--- src/rtl/id_ex_stage_pkg.sv ---
// Shared decode constants, control bundle and stage state for the ID/EX stage.
package id_ex_stage_pkg;

  localparam logic [5:0] OP_RTYPE = 6'b000000;
  localparam logic [5:0] OP_ADDI  = 6'b001000;
  localparam logic [5:0] OP_LW    = 6'b100011;
  localparam logic [5:0] OP_SW    = 6'b101011;
  localparam logic [5:0] OP_BEQ   = 6'b000100;

  localparam logic [1:0] ALUOP_ADD     = 2'b00;
  localparam logic [1:0] ALUOP_BRANCH  = 2'b01;
  localparam logic [1:0] ALUOP_RTYPE   = 2'b10;
  localparam logic [1:0] ALUOP_ILLEGAL = 2'b11;

  localparam logic [5:0] FN_NOP = 6'h00;
  localparam logic [5:0] FN_ADD = 6'h20;
  localparam logic [5:0] FN_SUB = 6'h22;
  localparam logic [5:0] FN_AND = 6'h24;
  localparam logic [5:0] FN_OR  = 6'h25;
  localparam logic [5:0] FN_XOR = 6'h26;
  localparam logic [5:0] FN_SLT = 6'h2A;
  localparam logic [5:0] FN_SLL = 6'h04;
  localparam logic [5:0] FN_SRL = 6'h06;
  localparam logic [5:0] FN_LW  = 6'h30;
  localparam logic [5:0] FN_SW  = 6'h31;
  localparam logic [5:0] FN_ABS = 6'h32;

  typedef struct packed {
    logic [1:0] alu_op;
    logic       alu_src;
    logic       reg_write;
    logic       mem_read;
    logic       mem_write;
    logic       illegal;
    logic [4:0] dest;
  } dec_ctrl_t;

  typedef enum logic {ST_RUN, ST_HAZ} stage_state_t;

endpackage

--- src/rtl/id_ex_stage_decode.sv ---
// Combinational instruction decode: field split, sign extension and control table.
import id_ex_stage_pkg::*;

module id_decode #(
  parameter int DW = 32
) (
  input  logic [DW-1:0] instr,
  output logic [5:0]    opcode,
  output logic [4:0]    rs,
  output logic [4:0]    rt,
  output logic [4:0]    shamt,
  output logic [5:0]    funct,
  output logic [DW-1:0] immd,
  output logic          uses_rt,
  output dec_ctrl_t     ctrl
);

  assign opcode = instr[31:26];
  assign rs     = instr[25:21];
  assign rt     = instr[20:16];
  assign shamt  = instr[10:6];
  assign funct  = instr[5:0];
  assign immd   = {{(DW-16){instr[15]}}, instr[15:0]};

  always_comb begin
    ctrl    = '0;
    uses_rt = 1'b0;
    case (opcode)
      OP_RTYPE: begin
        ctrl.alu_op    = ALUOP_RTYPE;
        ctrl.dest      = instr[15:11];
        ctrl.reg_write = (funct != FN_NOP) && (funct != FN_SW);
        ctrl.mem_read  = (funct == FN_LW);
        ctrl.mem_write = (funct == FN_SW);
        uses_rt        = 1'b1;
      end
      OP_ADDI: begin
        ctrl.alu_op    = ALUOP_ADD;
        ctrl.alu_src   = 1'b1;
        ctrl.dest      = rt;
        ctrl.reg_write = 1'b1;
      end
      OP_LW: begin
        ctrl.alu_op    = ALUOP_ADD;
        ctrl.alu_src   = 1'b1;
        ctrl.dest      = rt;
        ctrl.reg_write = 1'b1;
        ctrl.mem_read  = 1'b1;
      end
      OP_SW: begin
        ctrl.alu_op    = ALUOP_ADD;
        ctrl.alu_src   = 1'b1;
        ctrl.mem_write = 1'b1;
        uses_rt        = 1'b1;
      end
      OP_BEQ: begin
        ctrl.alu_op = ALUOP_BRANCH;
        uses_rt     = 1'b1;
      end
      default: begin
        ctrl.alu_op  = ALUOP_ILLEGAL;
        ctrl.illegal = 1'b1;
      end
    endcase
  end

endmodule

--- src/rtl/id_ex_stage.sv ---
// ID/EX pipeline register with load-use bubble insertion, branch flush and bubble counter.
import id_ex_stage_pkg::*;

module id_ex_stage #(
  parameter int DW    = 32,
  parameter int CNT_W = 16
) (
  input  logic             clk,
  input  logic             rst,
  input  logic             if_valid,
  input  logic [DW-1:0]    if_instr,
  input  logic [DW-1:0]    if_pc,
  input  logic [DW-1:0]    rs_data,
  input  logic [DW-1:0]    rt_data,
  output logic             id_ready,
  input  logic             flush,
  input  logic             ex_ready,
  output logic             ex_valid,
  output logic [DW-1:0]    read_data1,
  output logic [DW-1:0]    read_data2,
  output logic [5:0]       opcode,
  output logic [4:0]       shamt,
  output logic [5:0]       funct,
  output logic [DW-1:0]    immd,
  output logic [1:0]       ALUOp,
  output logic             ALUSrc,
  output logic [DW-1:0]    ex_pc,
  output logic [4:0]       ex_dest,
  output logic             ex_reg_write,
  output logic             ex_mem_read,
  output logic             ex_mem_write,
  output logic             illegal,
  output logic [CNT_W-1:0] bubble_cnt
);

  logic [5:0]    dec_opcode;
  logic [4:0]    dec_rs;
  logic [4:0]    dec_rt;
  logic [4:0]    dec_shamt;
  logic [5:0]    dec_funct;
  logic [DW-1:0] dec_immd;
  logic          dec_uses_rt;
  dec_ctrl_t     dec_ctrl;

  id_decode #(.DW(DW)) u_decode (
    .instr   (if_instr),
    .opcode  (dec_opcode),
    .rs      (dec_rs),
    .rt      (dec_rt),
    .shamt   (dec_shamt),
    .funct   (dec_funct),
    .immd    (dec_immd),
    .uses_rt (dec_uses_rt),
    .ctrl    (dec_ctrl)
  );

  stage_state_t state;
  dec_ctrl_t    ctrl_p0;
  logic         vld_p0;
  logic         load_en;
  logic         hz;
  logic         hz_eff;

  assign load_en = !vld_p0 || ex_ready;

  assign hz = vld_p0 && ctrl_p0.mem_read && (ctrl_p0.dest != 5'd0) && if_valid &&
              ((dec_rs == ctrl_p0.dest) || (dec_uses_rt && (dec_rt == ctrl_p0.dest)));

  // The cycle after a bubble the load has moved on, so the hazard is not re-raised.
  assign hz_eff = hz && (state == ST_RUN);

  always_comb begin
    id_ready = load_en;
    if (flush)       id_ready = 1'b1;
    else if (hz_eff) id_ready = 1'b0;
  end

  // ---- ID -> EX register boundary ----
  always_ff @(posedge clk or posedge rst) begin
    if (rst) begin
      state      <= ST_RUN;
      vld_p0     <= 1'b0;
      ctrl_p0    <= '0;
      read_data1 <= '0;
      read_data2 <= '0;
      opcode     <= '0;
      shamt      <= '0;
      funct      <= '0;
      immd       <= '0;
      ex_pc      <= '0;
      bubble_cnt <= '0;
    end else if (flush) begin
      state <= ST_RUN;
      if (load_en) begin
        vld_p0  <= 1'b0;
        ctrl_p0 <= '0;
      end
    end else if (hz_eff) begin
      if (load_en) begin
        vld_p0  <= 1'b0;
        ctrl_p0 <= '0;
        state   <= ST_HAZ;
        if (bubble_cnt != {CNT_W{1'b1}}) bubble_cnt <= bubble_cnt + CNT_W'(1);
      end
    end else if (load_en) begin
      if (if_valid) begin
        vld_p0     <= 1'b1;
        ctrl_p0    <= dec_ctrl;
        read_data1 <= rs_data;
        read_data2 <= rt_data;
        opcode     <= dec_opcode;
        shamt      <= dec_shamt;
        funct      <= dec_funct;
        immd       <= dec_immd;
        ex_pc      <= if_pc;
        state      <= ST_RUN;
      end else begin
        vld_p0  <= 1'b0;
        ctrl_p0 <= '0;
      end
    end
  end

  assign ex_valid     = vld_p0;
  assign ALUOp        = ctrl_p0.alu_op;
  assign ALUSrc       = ctrl_p0.alu_src;
  assign ex_dest      = ctrl_p0.dest;
  assign ex_reg_write = ctrl_p0.reg_write;
  assign ex_mem_read  = ctrl_p0.mem_read;
  assign ex_mem_write = ctrl_p0.mem_write;
  assign illegal      = ctrl_p0.illegal;

endmodule

--- config.mk ---
export PLATFORM = sky130hd
export DESIGN_NAME = id_ex_stage
export DESIGN_NICKNAME = d
export VERILOG_FILES = /design/src/rtl/id_ex_stage_pkg.sv /design/src/rtl/id_ex_stage_decode.sv /design/src/rtl/id_ex_stage.sv
export SDC_FILE = /design/constraint.sdc
export NUM_CORES = 1
export LEC_CHECK = 0
export CAP_MARGIN = 25
export CORE_ASPECT_RATIO = 1.75
export CORE_MARGIN = 2
export CORE_UTILIZATION = 46
export CTS_BUF_LIST = sky130_fd_sc_hd__clkbuf_8
export CTS_CLUSTER_DIAMETER = 100
export DETAILED_ROUTE_END_ITERATION = 12
export PLACE_DENSITY = 0.95
export SLEW_MARGIN = 20
export SYNTH_ARGS = -nofsm -noshare
export SYNTH_HDL_FRONTEND = slang
export SYNTH_SLANG_ARGS = --single-unit
--- constraint.sdc ---
create_clock -name clk -period 7.86 [get_ports clk]
set_input_delay 1.179 -clock clk [delete_from_list [all_inputs] [get_ports clk]]
set_output_delay 1.179 -clock clk [all_outputs]
set_load 0.005 [all_outputs]
==> results of run 1 <==
## how the worst max path moves through the flow
stage	start	to	cells past startpoint
after floorplan	rst	ALUOp[0]	1
after global placement	if_instr[29]	id_ready	7
after detailed placement	if_instr[29]	id_ready	7
after CTS	if_instr[29]	id_ready	7
after global routing	if_instr[29]	id_ready	7
final	if_instr[29]	id_ready	7
## registers in the layout (all words and copies together) (netlist names)
| signal | flops |
|---|---|
| funct | 5 |
| ex_pc | 32 |
| shamt | 4 |
| immd | 7 |
| read_data1 | 32 |
| ex_valid | 1 |
| ex_mem_write | 1 |
| read_data2 | 32 |
| ALUOp | 2 |
| ALUSrc | 1 |
| ex_reg_write | 1 |
| ex_mem_read | 1 |
| bubble_cnt | 16 |
| opcode | 6 |
| ex_dest | 5 |
| illegal | 1 |
| state | 1 |
## logic make-up after synthesis
logic type	after synthesis	synth area share
DFF	148	0.570
muxes	120	0.248
and+or+nand+nor	61	0.0518
buffers and inverters	53	0.0584
AOI/OAI and AO/OA	32	0.0356
xor gates and xnor gates	25	0.0337
adders and majority gates	1	0.00193
## routing by layer
metal / share of wire / routed length [um] / global-route usage / vias to the layer above
met4: 0.033 / 604 / 0.102 / 0
met5: 0 / 0 / 0 / -
met3: 0.070 / 1290 / 0.0686 / 37
li1: - / - / - / 2084
met2: 0.55 / 10000 / 0.433 / 223
met1: 0.35 / 6390 / 0.271 / 2325
## placed cells by master, fill, tap and decap left out, types with 2 or more instances in the layout
master	count
nor2_1	3
inv_6	4
dfrtp_1	148
nand3_1	8
a22o_1	2
or2_2	2
a32o_1	2
clkinvlp_4	4
nand2b_1	4
mux2_2	43
mux2_1	6
and3_1	6
clkinv_4	2
inv_1	5
buf_4	5
clkdlybuf4s50_1	307
xor2_1	5
a21oi_1	2
nor3_1	6
and2_1	4
nand4_1	8
a22oi_1	5
clkbuf_8	17
xnor2_1	20
mux2_4	70
o21ai_0	12
bufinv_16	3
nand2_1	14
## through the flow
stage	power [mW]	hold slack (ns)	cells	cell area [um2]
3_3_place_gp	1.53	0.470	879	9460
4_1_cts	2.17	0.494	910	9870
6_report	2.15	0.486	913	9920
2_1_floorplan	1.18	0.473	440	6490
3_5_place_dp	1.56	0.474	879	9460
5_1_grt	2.25	0.506	913	9920
## cell type report
type,instances,area [um2],share of cell area
well taps,177,221,0.0223
multi-input cells,239,2420,0.244
repair buffers,313,3140,0.316
clock buffers,17,234,0.0236
inverters,5,23.8,0.00240
clock inverters,14,179,0.0180
flip-flops and latches,148,3700,0.373
## power by group through the flow
stage               combinational [mW]  sequential, mW  clock (mW)
floorplan                        0.224           0.959           0
global placement                 0.578           0.950           0
detailed placement               0.594           0.962           0
CTS                              0.599           0.949       0.625
global route                     0.625           0.962       0.659
finish                           0.594           0.948       0.613
==> results.sh, run 1 <==
export IMPL_status="complete, no violations"
export IMPL_insertion_delay_ns=0.44
export IMPL_reg2regPathDepth=7
export IMPL_hold_viol=0
export IMPL_chipHeight_um=161
export IMPL_grt_total_usage=0.245
export IMPL_crit_slowest_cell="clkdlybuf4s50_1"
export IMPL_timing_fmax_ghz=0.206
export IMPL_cts_root_buf="clkbuf_8"
export IMPL_p_sw_frac=0.253
export IMPL_fin_crit_ns=4.84
export IMPL_synth_edf_count=0
export IMPL_worst_path_max_fanout=7
export IMPL_ant_nets=0
export IMPL_io_pins=308
export IMPL_reg2reg_to="ex_pc[21]"
export IMPL_arrival_ns=3.66
export IMPL_num_antenna_cells=0
export IMPL_ys_seq_area_frac=0.570
export IMPL_globalplace_congestion=0.857
export IMPL_avgSynthCellArea_um2=14.8
export IMPL_async_flop_share=1.00
export IMPL_r2r_start="ex_dest[1]"
export IMPL_die_x_um=93.8
export IMPL_nNetsFinal=858
export IMPL_clock_path_buffers=2
export IMPL_rows=57
export IMPL_drc=0
export IMPL_worstPathCellList="clkdlybuf4s50_1 -> nor4_2 -> a31oi_1 -> or4_4 -> a211oi_4 -> o21bai_1 -> clkdlybuf4s50_1"
export IMPL_clock_skew_ns=0.0159
export IMPL_pwr_share_comb=0.276
export IMPL_synth_distinct_cells=43
export IMPL_timing_critical_path_required_ns=6.68
export IMPL_path_delay_family="buffers and inverters"
export IMPL_path_clk_slew_ns=0.07
export IMPL_tightest_slew_ns=0.872
export IMPL_die_area_um2=15100
export IMPL_min_to="read_data1[18]"
export IMPL_min_path_cells=1
export IMPL_synth_area_leader_cell="dfrtp_1"
export IMPL_synthCells=440
export IMPL_cts_sink_count=148
export IMPL_timing_final_ws_setup_ns=3.02
export IMPL_grt_remaining_overflow=0
export IMPL_ys_warn_count=0
export IMPL_post_cts_buffers=0
export IMPL_r2r_slack_ns=4.88
export IMPL_crit_top_cell="clkdlybuf4s50_1"
export IMPL_post_drt_wl_per_cell_um=20.1
export IMPL_slew_violations=0
export IMPL_grt_max_degree=88
export IMPL_ys_ff_latch=148
export IMPL_synth_net_count=574
export IMPL_vias=4669
export IMPL_drive_above_1_share=0.213
export IMPL_ir_worst_vdd_mv=0.155
export IMPL_finalSetupViolCount=0
export IMPL_grt_pass1_vias=5094
export IMPL_period_share=0.616
export IMPL_cts_inserted_buffers=17
export IMPL_cts_tree="yes"
export IMPL_grt_pass1_wl_mm=28.2
export IMPL_p_switching_mw=0.546
export IMPL_holdBufCountCts=0
export IMPL_syn_area_um2=6490
export IMPL_cap_violations=0
export IMPL_start_util=0.469
export IMPL_leakagePower_nw=4.19
export IMPL_p_seq_frac=0.440
export IMPL_synth_most_common_cell="dfrtp_1"
export IMPL_hp_start="read_data1[18]"
export IMPL_clockPowerShare=0.285
export IMPL_syn2layout_area_growth_pct=52.7
export IMPL_cts_resized_gates=0
export IMPL_coreArea_um2=13800
export IMPL_crit_path_start_kind="primary input"
export IMPL_drt_first_pass_iters=4
export IMPL_grt_setup_unrepaired="false"
export IMPL_fin_util=0.717
export IMPL_p_int_mw=1.61
export IMPL_routed_wirelength_mm=18.3
export IMPL_finalSetupTns_ns=0
export IMPL_drt_iter0_markers=166
export IMPL_synth_top_cells_by_area="dfrtp_1, mux2_4, mux2_2, buf_4, xnor2_1"
export IMPL_min_path_type="reg2reg"
export IMPL_vias_per_cell=5.11
export IMPL_critPathBufInv=2
export IMPL_dpl_worst_slack_ns=3.03
export IMPL_crit_type="in2out"
export IMPL_cts_htree_levels=4
export IMPL_io_buffer_count=307
export IMPL_synth_top_area_frac=0.570
export IMPL_ys_flop_type="dfrtp_1"
export IMPL_dp_hpwl_mm=13.9
export IMPL_maxSlewHeadroom=0.414
export IMPL_end_kind="primary output"
export IMPL_antenna_found_initial=0
export IMPL_synth_common_cells="dfrtp_1, mux2_4, mux2_2"
export IMPL_slowest_delay_ns=0.58
export IMPL_power_density_nw_per_um2=217
export IMPL_fill_cells=919
Power figures use the tool's default switching activity.
==> inputs of run 2 (changes only) <==
Settings changed: CORE_UTILIZATION 46 to 42, PLACE_DENSITY 0.95 to 0.91.
Clock period 7.86 ns to 4.7 ns, I/O delays scaled along.
==> results.sh, run 2 (synthesis results as in run 1) <==
export IMPL_cp_depth=7
export IMPL_cts_htree_levels=4
export IMPL_end_kind="primary output"
export IMPL_clockPowerShare=0.264
export IMPL_largest_registers="ex_pc x32, read_data1 x32, read_data2 x32"
export IMPL_die_x_um=98.0
export IMPL_p_int_mw=2.59
export IMPL_start_util=0.426
export IMPL_holdBufCountCts=0
export IMPL_cts_root_buf="clkbuf_8"
export IMPL_stdcell_area_um2=9870
export IMPL_grt_pass1_wl_mm=28.0
export IMPL_grt_max_degree=118
export IMPL_pwr_share_comb=0.281
export IMPL_critPathBufInv=2
export IMPL_crit_top_cell="clkdlybuf4s50_1"
export IMPL_finalSetupViolCount=0
export IMPL_ir_worst_vdd_mv=0.287
export IMPL_drc=0
export IMPL_leakagePower_nw=4.16
export IMPL_grt_remaining_overflow=0
export IMPL_clock_skew_ns=0.0194
export IMPL_status="complete, no violations"
export IMPL_period_share=0.827
export IMPL_fin_crit_ns=3.89
export IMPL_num_antenna_cells=0
export IMPL_antenna_found_initial=0
export IMPL_cts_sink_count=148
export IMPL_crit_type="in2out"
export IMPL_p_sw_frac=0.257
export IMPL_drive_above_1_share=0.210
export IMPL_cap_violations=0
export IMPL_critical_path_endpoint="id_ready"
export IMPL_arrival_ns=3.18
export IMPL_timing_fmax_ghz=0.257
export IMPL_critPathLaunch="if_instr[29]"
export IMPL_dp_hpwl_mm=13.5
export IMPL_grt_total_usage=0.217
export IMPL_syn2layout_area_growth_pct=51.9
export IMPL_p_seq_frac=0.454
export IMPL_final_cell_mix="clkdlybuf4s50_1, dfrtp_1, mux2_4"
export IMPL_cts_resized_gates=0
export IMPL_hold_viol=0
export IMPL_crit_path_start_kind="primary input"
export IMPL_reg2regPathDepth=6
export IMPL_worstPathCellList="clkdlybuf4s50_1 -> nor4_2 -> a31oi_1 -> or4_4 -> a211oi_4 -> o21bai_1 -> clkdlybuf4s50_1"
export IMPL_rows=60
export IMPL_clock_path_buffers=2
export IMPL_routed_wirelength_mm=18.0
export IMPL_post_drt_wl_per_cell_um=19.5
export IMPL_grt_pass1_vias=5160
export IMPL_r2r_slack_ns=1.91
export IMPL_r2r_start="ex_dest[1]"
export IMPL_crit_slowest_cell="clkdlybuf4s50_1"
export IMPL_globalplace_congestion=0.796
export IMPL_p_switching_mw=0.897
export IMPL_ant_nets=0
export IMPL_path_delay_family="buffers and inverters"
export IMPL_vias_per_cell=5.02
export IMPL_maxSlewHeadroom=0.341
export IMPL_slew_violations=0
export IMPL_reg2reg_to="read_data1[7]"
export IMPL_tightest_slew_ns=0.986
export IMPL_path_clk_slew_ns=0.08
export IMPL_min_path_type="reg2reg"
export IMPL_cts_inserted_buffers=17
export IMPL_layout_commonest_cell="clkdlybuf4s50_1"
export IMPL_power_density_nw_per_um2=353
export IMPL_cts_tree="yes"
export IMPL_io_pins=308
export IMPL_timing_critical_path_required_ns=3.99
export IMPL_nNetsFinal=856
export IMPL_post_cts_buffers=0
export IMPL_drt_iter0_markers=163
export IMPL_die_area_um2=16500
export IMPL_worst_path_max_fanout=7
export IMPL_insertion_delay_ns=0.43
export IMPL_place_area_um2=9510
export IMPL_coreArea_um2=15200
export IMPL_vias=4614
export IMPL_slowest_delay_ns=0.55
export IMPL_io_buffer_count=307
export IMPL_finalSetupTns_ns=0
export IMPL_chipHeight_um=169
export IMPL_grt_setup_unrepaired="false"
export IMPL_drt_first_pass_iters=4
==> run 2: cell type report <==
| class | count | area (um2) |
|---|---|---|
| Multi-Input combinational cell | 239 | 2420 |
| Timing Repair Buffer | 311 | 3130 |
| Clock inverter | 12 | 110 |
| Tap cell | 186 | 233 |
| Fill cell | 1088 | 5370 |
| Inverter | 5 | 26.3 |
| Clock buffer | 18 | 248 |
| Sequential cell | 148 | 3700 |
==> run 2: routing by layer <==
metal	vias to the layer above	global-route usage	part of all wire
met5	-	0	0
met4	0	0.101	0.038
met3	39	0.0607	0.066
met2	209	0.390	0.54
met1	2301	0.232	0.35
li1	2065	-	-
==> run 2: worst min-delay path by stage <==
| stage | startpoint | slack (ns) | endpoint | cells after the start |
|---|---|---|---|---|
| 5_1_grt | bubble_cnt[11] | 0.52 | bubble_cnt[11] | 1 |
| 2_1_floorplan | ALUSrc | 0.47 | ALUSrc | 2 |
| 4_1_cts | ex_reg_write | 0.50 | ex_reg_write | 2 |
| 6_report | ALUSrc | 0.50 | ALUSrc | 2 |
| 3_5_place_dp | ex_reg_write | 0.48 | ex_reg_write | 2 |
| 3_3_place_gp | ex_reg_write | 0.47 | ex_reg_write | 2 |
==> run 2: worst min-delay path, delay by kind of cell (launching register included) <==
family,cells,cell delay (ns)
flip-flops,1,0.36
AO/OA/AOI/OAI,1,0.06
AND/OR/NAND/NOR,1,0.05
==> run 2: metrics by stage <==
step	hold WS, ns	setup WS [ns]	util	total power, mW	cells
global placement	0.469	0.820	0.624	2.55	889
CTS	0.498	0.808	0.647	3.52	919
global route	0.516	0.667	0.647	3.64	919
detailed placement	0.483	0.809	0.624	2.59	889
floorplan	0.473	0.0153	-	1.98	440
finish	0.495	0.812	0.647	3.48	919
==> run 2: power by group through the flow <==
| stage | logic, mW | registers [mW] | clock network, mW |
|---|---|---|---|
| after detailed placement | 0.984 | 1.61 | 0 |
| after CTS | 0.993 | 1.58 | 0.948 |
| after floorplan | 0.374 | 1.60 | 0 |
| after global routing | 1.04 | 1.61 | 0.997 |
| after global placement | 0.964 | 1.59 | 0 |
| final | 0.981 | 1.58 | 0.921 |
